<file path="src/rtl/tenbaset_pkg.sv">
// tenbaset_pkg
// Shared constants for the 10BASE-T beacon transmitter:
//   - frame geometry (FRAME_BYTES, PREAMBLE_NIBBLES, SFD_NIBBLE)
//   - the fixed 60-byte broadcast frame ROM (byte 0 first)
//   - CRC-32 polynomial/init and a nibble-step CRC helper
//   - FRAME_FCS, the FCS of the ROM, folded at elaboration time so the
//     default build (TENBASET_CRC_EN undefined) carries no CRC hardware
//   - the transmitter state enum
package tenbaset_pkg;

    localparam int          FRAME_BYTES      = 60;
    localparam int          PREAMBLE_NIBBLES = 15;
    localparam int          FCS_NIBBLES      = 8;
    localparam logic [3:0]  PREAMBLE_NIBBLE  = 4'h5;
    localparam logic [3:0]  SFD_NIBBLE       = 4'hD;
    localparam logic [31:0] CRC_POLY         = 32'hEDB88320;
    localparam logic [31:0] CRC_INIT         = 32'hFFFFFFFF;

    typedef enum logic [2:0] {
        ST_PHY_RST  = 3'd0,
        ST_IDLE     = 3'd1,
        ST_PREAMBLE = 3'd2,
        ST_SFD      = 3'd3,
        ST_DATA     = 3'd4,
        ST_FCS      = 3'd5
    } state_t;

    // Index 0 is the first byte on the wire.
    // 14-33: IPv4 header, 10 -> 192.168.1.100 -> 255.255.255.255, UDP,
    //        total length 46, header checksum 0x78B3.
    // 34-41: UDP 1234 -> 1234, length 26, checksum unused (0).
    // 42-59: payload "TENBASET BEACON 01".
    localparam logic [0:FRAME_BYTES-1][7:0] FRAME_ROM = {
        8'hFF, 8'hFF, 8'hFF, 8'hFF, 8'hFF, 8'hFF,
        8'h00, 8'h12, 8'h34, 8'h56, 8'h78, 8'h90,
        8'h08, 8'h00,
        8'h45, 8'h00, 8'h00, 8'h2E, 8'h00, 8'h00, 8'h40, 8'h00,
        8'h40, 8'h11, 8'h78, 8'hB3, 8'hC0, 8'hA8, 8'h01, 8'h64,
        8'hFF, 8'hFF, 8'hFF, 8'hFF,
        8'h04, 8'hD2, 8'h04, 8'hD2, 8'h00, 8'h1A, 8'h00, 8'h00,
        8'h54, 8'h45, 8'h4E, 8'h42, 8'h41, 8'h53, 8'h45, 8'h54,
        8'h20, 8'h42, 8'h45, 8'h41, 8'h43, 8'h4F, 8'h4E, 8'h20,
        8'h30, 8'h31
    };

    // One nibble through the reflected CRC-32, LSB of the nibble first,
    // which is the order the bits leave the PHY.
    function automatic logic [31:0] crc32_nibble(input logic [31:0] crc,
                                                 input logic [3:0]  data);
        logic [31:0] c;
        c = crc;
        for (int i = 0; i < 4; i++) begin
            if (c[0] ^ data[i]) c = (c >> 1) ^ CRC_POLY;
            else                c = c >> 1;
        end
        return c;
    endfunction

    function automatic logic [31:0] frame_fcs_calc();
        logic [31:0] c;
        c = CRC_INIT;
        for (int i = 0; i < FRAME_BYTES; i++) begin
            c = crc32_nibble(c, FRAME_ROM[i][3:0]);
            c = crc32_nibble(c, FRAME_ROM[i][7:4]);
        end
        return ~c;
    endfunction

    // Complemented CRC of the ROM; bits [7:0] are the first FCS byte.
    localparam logic [31:0] FRAME_FCS = frame_fcs_calc();

endpackage

</file>
<file path="src/rtl/tenbaset_crc32.sv">
// tenbaset_crc32
// Nibble-wide Ethernet CRC-32 (reflected, init all-ones).
// Ports:
//   clk, reset : clock, asynchronous active-high reset
//   init       : load the register with all-ones (has priority over en)
//   en         : absorb one nibble from data
//   data[3:0]  : nibble in wire order (bit 0 transmitted first)
//   fcs[31:0]  : complemented register, ready to transmit low byte first
module tenbaset_crc32 (
    input  logic        clk,
    input  logic        reset,
    input  logic        init,
    input  logic        en,
    input  logic [3:0]  data,
    output logic [31:0] fcs
);
    import tenbaset_pkg::*;

    logic [31:0] crc;

    always_ff @(posedge clk or posedge reset) begin
        if (reset)     crc <= CRC_INIT;
        else if (init) crc <= CRC_INIT;
        else if (en)   crc <= crc32_nibble(crc, data);
    end

    assign fcs = ~crc;

endmodule

</file>
<file path="src/rtl/tenbaset_txd.sv">
// tenbaset_txd
// Free-running 10 Mb/s Ethernet beacon: holds the PHY in reset after
// reset, then sends one fixed 60-byte broadcast frame (preamble, SFD,
// data, FCS) over MII TXD/TX_EN, separated by GAP_NIBBLES idle nibbles.
// Build option: TENBASET_CRC_EN defined -> FCS from a live nibble CRC
// engine; undefined -> FCS from the package constant FRAME_FCS.
// Ports:
//   clk       : system clock (CLK_DIV clocks per MII nibble)
//   reset     : asynchronous active-high reset
//   out[3:0]  : MII TXD[3:0]
//   ctrl      : MII TX_EN
//   phy_reset : PHY reset, active-low (0 holds the PHY in reset)
//   TXD4      : TXD[4]/TX_ER, tied 0
module tenbaset_txd #(
    parameter int CLK_DIV        = 40,
    parameter int PHY_RST_CYCLES = 1000,
    parameter int GAP_NIBBLES    = 2500
) (
    input  logic       clk,
    input  logic       reset,
    output logic [3:0] out,
    output logic       ctrl,
    output logic       phy_reset,
    output logic       TXD4
);
    import tenbaset_pkg::*;

    localparam int DIV_W = (CLK_DIV > 1) ? $clog2(CLK_DIV) : 1;
    localparam int RST_W = (PHY_RST_CYCLES > 1) ? $clog2(PHY_RST_CYCLES) : 1;
    localparam int GAP_W = $clog2(GAP_NIBBLES + 1);

    state_t           state, state_n;
    logic [DIV_W-1:0] div_cnt;
    logic             strobe;
    logic [RST_W-1:0] rst_cnt, rst_cnt_n;
    logic [GAP_W-1:0] gap_cnt, gap_cnt_n;
    logic [3:0]       nib_cnt, nib_cnt_n;
    logic [5:0]       byte_idx, byte_idx_n;
    logic             nib_sel, nib_sel_n;
    logic             phy_rel;
    logic [3:0]       out_d;
    logic             ctrl_d;
    logic [7:0]       rom_byte;
    logic [31:0]      fcs;

    assign TXD4 = 1'b0;

    // The divider is parked while the PHY is in reset, so the first idle
    // gap starts on a nibble boundary aligned to phy_reset release.
    assign strobe = (div_cnt == DIV_W'(CLK_DIV - 1));

    always_ff @(posedge clk or posedge reset) begin
        if (reset)                    div_cnt <= '0;
        else if (state == ST_PHY_RST) div_cnt <= '0;
        else if (strobe)              div_cnt <= '0;
        else                          div_cnt <= div_cnt + DIV_W'(1);
    end

`ifdef TENBASET_CRC_EN
    logic crc_init;
    logic crc_en;

    // The engine absorbs each data nibble as it is loaded into the output
    // register, so the register is final by the time FCS nibble 0 loads.
    assign crc_init = (state == ST_IDLE);
    assign crc_en   = strobe && (state_n == ST_DATA);

    tenbaset_crc32 u_crc32 (
        .clk   (clk),
        .reset (reset),
        .init  (crc_init),
        .en    (crc_en),
        .data  (out_d),
        .fcs   (fcs)
    );
`else
    assign fcs = FRAME_FCS;
`endif

    always_ff @(posedge clk or posedge reset) begin
        if (reset) begin
            state     <= ST_PHY_RST;
            rst_cnt   <= '0;
            gap_cnt   <= '0;
            nib_cnt   <= '0;
            byte_idx  <= '0;
            nib_sel   <= 1'b0;
            phy_reset <= 1'b0;
            out       <= 4'h0;
            ctrl      <= 1'b0;
        end else begin
            state     <= state_n;
            rst_cnt   <= rst_cnt_n;
            gap_cnt   <= gap_cnt_n;
            nib_cnt   <= nib_cnt_n;
            byte_idx  <= byte_idx_n;
            nib_sel   <= nib_sel_n;
            phy_reset <= phy_rel;
            out       <= out_d;
            ctrl      <= ctrl_d;
        end
    end

    // Next state. The registered state describes the nibble currently on
    // the wire; every transition outside PHY_RST happens on a strobe.
    always_comb begin
        state_n    = state;
        rst_cnt_n  = rst_cnt;
        gap_cnt_n  = gap_cnt;
        nib_cnt_n  = nib_cnt;
        byte_idx_n = byte_idx;
        nib_sel_n  = nib_sel;
        phy_rel    = phy_reset;
        case (state)
            ST_PHY_RST: begin
                if (rst_cnt == RST_W'(PHY_RST_CYCLES - 1)) begin
                    state_n   = ST_IDLE;
                    gap_cnt_n = GAP_W'(GAP_NIBBLES);
                    phy_rel   = 1'b1;
                end else begin
                    rst_cnt_n = rst_cnt + RST_W'(1);
                end
            end
            ST_IDLE: begin
                if (strobe) begin
                    if (gap_cnt <= GAP_W'(1)) begin
                        state_n   = ST_PREAMBLE;
                        nib_cnt_n = 4'd0;
                    end else begin
                        gap_cnt_n = gap_cnt - GAP_W'(1);
                    end
                end
            end
            ST_PREAMBLE: begin
                if (strobe) begin
                    if (nib_cnt == 4'(PREAMBLE_NIBBLES - 1)) state_n = ST_SFD;
                    else nib_cnt_n = nib_cnt + 4'd1;
                end
            end
            ST_SFD: begin
                if (strobe) begin
                    state_n    = ST_DATA;
                    byte_idx_n = 6'd0;
                    nib_sel_n  = 1'b0;
                end
            end
            ST_DATA: begin
                if (strobe) begin
                    if (!nib_sel) begin
                        nib_sel_n = 1'b1;
                    end else if (byte_idx == 6'(FRAME_BYTES - 1)) begin
                        state_n   = ST_FCS;
                        nib_cnt_n = 4'd0;
                    end else begin
                        byte_idx_n = byte_idx + 6'd1;
                        nib_sel_n  = 1'b0;
                    end
                end
            end
            ST_FCS: begin
                if (strobe) begin
                    if (nib_cnt == 4'(FCS_NIBBLES - 1)) begin
                        state_n   = ST_IDLE;
                        gap_cnt_n = GAP_W'(GAP_NIBBLES);
                    end else begin
                        nib_cnt_n = nib_cnt + 4'd1;
                    end
                end
            end
            default: state_n = ST_PHY_RST;
        endcase
    end

    // Output decode from the next-state values, so out/ctrl are registered
    // and move on exactly the clock edge that consumes a strobe.
    always_comb begin
        out_d    = 4'h0;
        ctrl_d   = 1'b0;
        rom_byte = FRAME_ROM[byte_idx_n];
        case (state_n)
            ST_PREAMBLE: begin
                out_d  = PREAMBLE_NIBBLE;
                ctrl_d = 1'b1;
            end
            ST_SFD: begin
                out_d  = SFD_NIBBLE;
                ctrl_d = 1'b1;
            end
            ST_DATA: begin
                out_d  = nib_sel_n ? rom_byte[7:4] : rom_byte[3:0];
                ctrl_d = 1'b1;
            end
            ST_FCS: begin
                out_d  = fcs[{nib_cnt_n[2:0], 2'b00} +: 4];
                ctrl_d = 1'b1;
            end
            default: begin
                out_d  = 4'h0;
                ctrl_d = 1'b0;
            end
        endcase
    end

endmodule

</file>
<file path="config.mk">
export PLATFORM = sky130hd
export DESIGN_NAME = tenbaset_txd
export DESIGN_NICKNAME = d
export VERILOG_FILES = /design/src/rtl/tenbaset_pkg.sv /design/src/rtl/tenbaset_crc32.sv /design/src/rtl/tenbaset_txd.sv
export SDC_FILE = /design/constraint.sdc
export NUM_CORES = 1
export LEC_CHECK = 0
export ABC_AREA = 1
export CORE_MARGIN = 3
export CORE_UTILIZATION = 52
export CTS_CLUSTER_DIAMETER = 60
export CTS_CLUSTER_SIZE = 10
export DETAILED_ROUTE_END_ITERATION = 10
export PLACE_DENSITY = 0.67
export SLEW_MARGIN = 10
export SYNTH_ARGS = -nofsm -noshare
export SYNTH_HDL_FRONTEND = slang
export SYNTH_HIERARCHICAL = 1
export SYNTH_SLANG_ARGS = --single-unit
</file>
<file path="constraint.sdc">
create_clock -name clk -period 2.7 [get_ports clk]
set_input_delay 0.81 -clock clk [delete_from_list [all_inputs] [get_ports clk]]
set_output_delay 0.81 -clock clk [all_outputs]
set_load 0.02 [all_outputs]
</file>
; Word-level counts from Yosys, hierarchy flattened
; Memory sizes are Yosys's and may differ from the RTL's.
; Cells that the tools add are included.
[word_totals]
mem_count = 1
elab_cells = 101
inputBits = 2
reg_bits = 48
rom_bits = 512
out_inout_bits = 7
[mem_list]
columns = name, depth, width, rd, rd_ports_with_merged_regs, wr, line
row1 = (name not given), 64, 8, 1, 0, 0, tenbaset_txd.sv:179  ; rom_byte = FRAME_ROM[byte_idx_n];
[op_classes]
n_bitwise = 2
add_sub_neg = 5
eq_ne = 26
n_shift = 1
n_reduce_logical = 8
n_mux = 45
n_lt_le_gt_ge = 2
[op_table]
columns = operator, n
row1 = $mux W12, 5
row2 = $mux W4, 10
row3 = $mux W6, 6
row4 = $pmux W12 S3, 1
row5 = $mux W3, 11
row6 = $pmux W4 S4, 2
row7 = $shiftx A32 B6 Y4 const A, 1
row8 = $ne A2 B2 Y1 const B, 11
row9 = $pmux W3 S6, 1
row10 = $mux W8, 2
row11 = $add A6 B1 Y6 const B, 2
row12 = $eq A3 B2 Y1 const B, 4
row13 = $eq A3 B3 Y1 const B, 4
row14 = $eq A6 B6 Y1 const B, 2
row15 = $le A12 B1 Y1 const B, 1
row16 = $pmux W6 S2, 1
row17 = $sub A12 B1 Y12 const B, 1
row18 = $add A10 B1 Y10 const B, 1
row19 = $eq A10 B10 Y1 const B, 1
row20 = $reduce_and A10 Y1, 1
row21 = $ge A7 B7 Y1 const B, 1
row22 = $not A6 Y7, 1
row23 = $reduce_and A6 Y1, 1
row24 = $mux W1, 5
row25 = other kinds (12), 13

; Longest topological paths before layout
; Gate-level depths: netlist (run 1).
[logic_depth]
depth_word = 11
mapped_depth = 21
mapped_depth_nobuf = 21

; Worst setup path after synthesis (run 1)
; OpenSTA, ideal clock, no wires.
[synth_timing]
path_kind = reg-to-reg
start = reg div_cnt[0]
end = reg out[1]
setup_slack_ps = 316
path_buffers = 0
t_required_ps = 2579
setup_time_ps = 121
t_arrival_ps = 2262
stages_incl_launch_ff = 20
synth_period_minus_slack_ps = 2384
cell_sequence = dfrtp_1 -> ha_1 -> nand2_2 -> nor2_4 -> nand3_4 -> nor2_1 -> nand2_1 -> nand2_1 -> nand2_1 -> nand2_1 -> inv_2 -> ha_1 -> nor2_1 -> nor2_1 -> a21oi_1 -> nand2_1 -> nand2_1 -> nand2_1 -> nand2_1 -> nand2_1
[synth_between]
elab_chain_len = 9
word_cells_on_any_way = 29
cone_classes = 5 x eq/ne / 1 x shift / 21 x mux / 1 x bitwise / 1 x memory
[synth_lines]
columns = element, line
row1 = start: declaration, tenbaset_txd.sv:33  ; logic [DIV_W-1:0] div_cnt;
row2 = start signal: assignment, tenbaset_txd.sv:56  ; else div_cnt <= div_cnt + DIV_W'(1);
row3 = $eq A6 B6 Y1 (*), tenbaset_txd.sv:50  ; assign strobe = (div_cnt == DIV_W'(CLK_DIV - 1));
row4 = $mux W6 (on tied branches), "tenbaset_txd.sv:148, tenbaset_txd.sv:141"
row5 = $pmux W6 S2 (*), tenbaset_txd.sv:114  ; case (state)
row6 = net byte_idx_n[0], tenbaset_txd.sv:38  ; logic [5:0] byte_idx, byte_idx_n;
row7 = $not A6 Y7 (not written as such) (*), tenbaset_txd.sv:179
row8 = $mem_v2 Z64 W8 (*), -
row9 = $mux W8 (not written as such) (*) (2 in series), tenbaset_txd.sv:179
row10 = $mux W4 (*), tenbaset_txd.sv:190  ; out_d = nib_sel_n ? rom_byte[7:4] : rom_byte[3:0];
row11 = $pmux W4 S4 (*), tenbaset_txd.sv:180  ; case (state_n)
row12 = net out_d[1], tenbaset_txd.sv:41  ; logic [3:0] out_d;
row13 = end signal: assignment, tenbaset_txd.sv:99  ; out <= out_d;
row14 = end: declaration, tenbaset_txd.sv:21  ; output logic [3:0] out,
; Mark *: on every way through the listed nets, which the timed path passes. The rest lies on a longest branch. The select of a mux whose other input is x is not followed.
; A chain may end at the register's enable or synchronous reset.

; Worst setup path after layout (run 1)
[layout_timing]
start = reg div_cnt[1]
end = reg out[2]
[layout_between]
elab_chain_len = 9
word_cells_on_any_way = 29
cone_classes = 5 x eq/ne / 1 x shift / 21 x mux / 1 x bitwise / 1 x memory
[layout_lines]
columns = element, line
row1 = $eq A6 B6 Y1 (*), tenbaset_txd.sv:50
row2 = $mux W6 (on tied branches), "tenbaset_txd.sv:148, tenbaset_txd.sv:141"
row3 = $pmux W6 S2, tenbaset_txd.sv:114
row4 = $not A6 Y7 (not written as such), tenbaset_txd.sv:179
row5 = $mem_v2 Z64 W8, -
row6 = $mux W8 (not written as such) (2 in series), tenbaset_txd.sv:179
row7 = $mux W4, tenbaset_txd.sv:190
row8 = $pmux W4 S4 (*), tenbaset_txd.sv:180
row9 = net out_d[2], tenbaset_txd.sv:41
; Marks and branches as above.

==> metrics, run 1 <==
status finished, final reports clean; WS Path Type reg2reg; 1st-pass router iterations 5; htree depth 2; crit share post-route 0.9352; Worst Path Arrival 2780 ps; Initial Util 0.5523; largest net degree at the start of global routing 25; grt ovf 0; Setup Skew 3.856 ps; vias in the first global route 3128; cell taking the most area after synthesis dfrtp_1; Comb pwr share 0.016; met1 wire length 3906 um; fraction of layout cells with a size suffix above 1 0.1783; drc violations 0; root buf cell clkbuf_8; Die Y 89.52 um; initial drt markers 249; ys async rst share 1.000; Post-Syn Area 3627 um2; count leader, synth nand2_1; initial antenna violation count 0; cells after synthesis 512; DR WL/cell 13.50 um; CTS buffer count 5; final count of negative-setup-slack endpoints 0; Row Count 29; synth top area cells dfrtp_1 (33%), nand2_1 (15%), nand3_1 (8.4%), inv_1 (6.3%), ha_1 (5.5%); fin crit period 2525 ps; Layout Utilization 0.6245; metal3 WL 390 um; Post-synth EDFFs 0; critical path required time 2950 ps; die area 8014 um2; Fin. Hold Viols 0; power per cell area 294.2 nW/um2; Final GP Congestion 0.9324; min-delay worst type reg2reg; clock-pin slew on the worst setup and hold paths 90 ps; FF+latch count, synth 48; CTS tree yes; sequential area share after synthesis 0.3311; Fmax achieved 0.3960 GHz; DR vias 3397; Core Region 6568 um2; Top FF cell, synth dfrtp_1; Startpoint Class flop; top routing layer in use met4; Leak Pwr 2.091 nW; Die Wd 89.52 um; Avg Synthesized Cell Area 7.084 um2; Synth warnings 6; Pint 0.0009315 W; switching power 0.0002751 W; number of hold buffers added after cts 0; Min Hold Slack 472.6 ps; DR vias/cell 5.333; Ant. Diodes 0; placed cell count 621; number of port buffers 7; met2 WL 4111 um; fillers 631; Netlist cell types 40; max-slew violation count 0; largest fanout on the critical path 10; Clock Tree Buf Depth 2; hpwl dp 6539 um; wire length of the first global-routing pass 14280 um; Non-Filler Instances 637; Slew headroom 0.6533; Crit. End Element flop; Clock Latency Late Sink 300 ps; Sw Ratio 0.2280; max-cap violations 0; Area Growth Syn to Fin 13.07%; VDD IR-drop max 244.8 uV; DRT antenna net count 0; IO Pins 9; clock tree sinks 48; routed wire length 8600 um; worst slew pin tran 519.3 ps; Clk pwr share 0.389; most instantiated cells after synthesis nand2_1 (141), inv_1 (61), nand3_1 (61); Seq pwr share 0.595; post-synth net total 530; Yosys top cell area share 0.3311; # nets final 561; GRT Total Usage 0.2250
## state kept, by name, indices dropped and copies added, names as in the netlist
name	count
rst_cnt	10
ctrl	1
div_cnt	6
out	4
nib_sel	1
phy_reset	1
nib_cnt	4
gap_cnt	12
state	3
byte_idx	6
## metal layers
layer | up-vias | global-route usage
met5 | - | 0
met4 | 0 | 0.05954
met3 | 18 | 0.03134
met2 | 95 | 0.3758
met1 | 1582 | 0.3059
li1 | 1702 | -
## critical path: stages, from the launching register on
cell and delay [ps]:
dfrtp_1 410, ha_4 170, nand2_2 90, nor2_4 180
nand2_4 120, nand2_4 100, nand2_4 80, nand2_4 90
inv_2 40, a21oi_4 240, buf_4 220, nor2_1 60
nor2_1 210, nand2_1 90, nand3_1 90, nand2_1 60
nand3_1 70, nand3_1 70, nand2_1 70
## cells by family (layout without fill, tap and decap cells)
logic type,count (synthesis),after routing,share of synthesized area
AO/OA/AOI/OAI,64,64,0.1094
XOR/XNOR,16,16,0.03864
adder cells (fa/ha/maj),16,16,0.05519
buffers and inverters,80,112,0.09210
flip-flops,48,48,0.3311
multiplexers,1,1,0.003104
other,1,1,0.001034
AND/OR/NAND/NOR,286,286,0.3694
## placed cells by master (no fill, tap or decap), types with 4 or more instances in the layout
cell | synthesis | layout
nand2_1 | 141 | 138
nand3_1 | 61 | 60
inv_1 | 61 | 60
dfrtp_1 | 48 | 47
nor2_1 | 43 | 40
buf_4 | 2 | 25
a21oi_1 | 23 | 22
o21ai_0 | 19 | 18
xor2_1 | 13 | 13
inv_2 | 11 | 11
nand2_2 | 8 | 11
ha_1 | 16 | 11
nor2_2 | 5 | 7
o211ai_1 | 7 | 7
clkdlybuf4s50_1 | 0 | 7
nand2_4 | 6 | 6
clkbuf_8 | 0 | 6
nor3_1 | 6 | 5
nor2_4 | 3 | 4
nand3_2 | 3 | 4
ha_2 | 0 | 4
## area by class of cell
type	instances	area, um2	share of cell area
tap	93	116.4	0.02837
clock buffer	6	82.58	0.02013
sequential	48	1202	0.2932
clock inverter	2	13.76	0.003356
multi-input combinational	384	2156	0.5256
timing repair buffer	32	257.7	0.06284
inverter	72	272.8	0.06650
## metrics by stage
stage	total power, W	setup WS, ps	instance area (um2)	setup TNS, ps
2_1_floorplan	0.0007454	316.5	3627	0
3_3_place_gp	0.0007527	124.7	3877	0
3_5_place_dp	0.0007529	39.00	3877	0
4_1_cts	0.001220	19.54	3974	0
5_1_grt	0.001255	-58.53	4101	-143.6
6_report	0.001207	175.0	4101	0
## timing repair
item | CTS | global route
buffers inserted | 0 | 8
endpoints found under the setup margin | 0 | 5
gates resized for setup | 0 | 21
## power by group through the flow
stage / clock (W) / sequential (W) / combinational, W
floorplan: 0 / 0.000733 / 0.0000128
global placement: 0 / 0.000732 / 0.0000202
detailed placement: 0 / 0.000732 / 0.0000205
CTS: 0.000481 / 0.000718 / 0.0000205
global route: 0.000514 / 0.000718 / 0.0000230
finish: 0.000469 / 0.000718 / 0.0000191
## path summary, 6_finish.rpt
check                                start          end  slack, ps  cells after the start
worst min register to register   phy_reset    phy_reset        470                      2
min in group asynchronous            reset         ctrl        850                      2
worst max register to register  div_cnt[1]       out[2]        180                     18
worst max-delay path            div_cnt[1]       out[2]        180                     18
worst min-delay path             phy_reset    phy_reset        470                      2
max in group asynchronous            reset  gap_cnt[10]       1220                      3
Note: power is estimated with default switching activity, not from simulation.
==> inputs of run 2 (changes only) <==
--- a/config.mk
+++ b/config.mk
@@ -12,6 +12,7 @@
 export CTS_CLUSTER_SIZE = 10
 export DETAILED_ROUTE_END_ITERATION = 10
 export PLACE_DENSITY = 0.67
+export RECOVER_POWER = 100
 export SLEW_MARGIN = 10
 export SYNTH_ARGS = -nofsm -noshare
 export SYNTH_HDL_FRONTEND = slang
==> results of run 2 <==
Same layout as run 1: the final DEF is identical, and so are final timing and power.
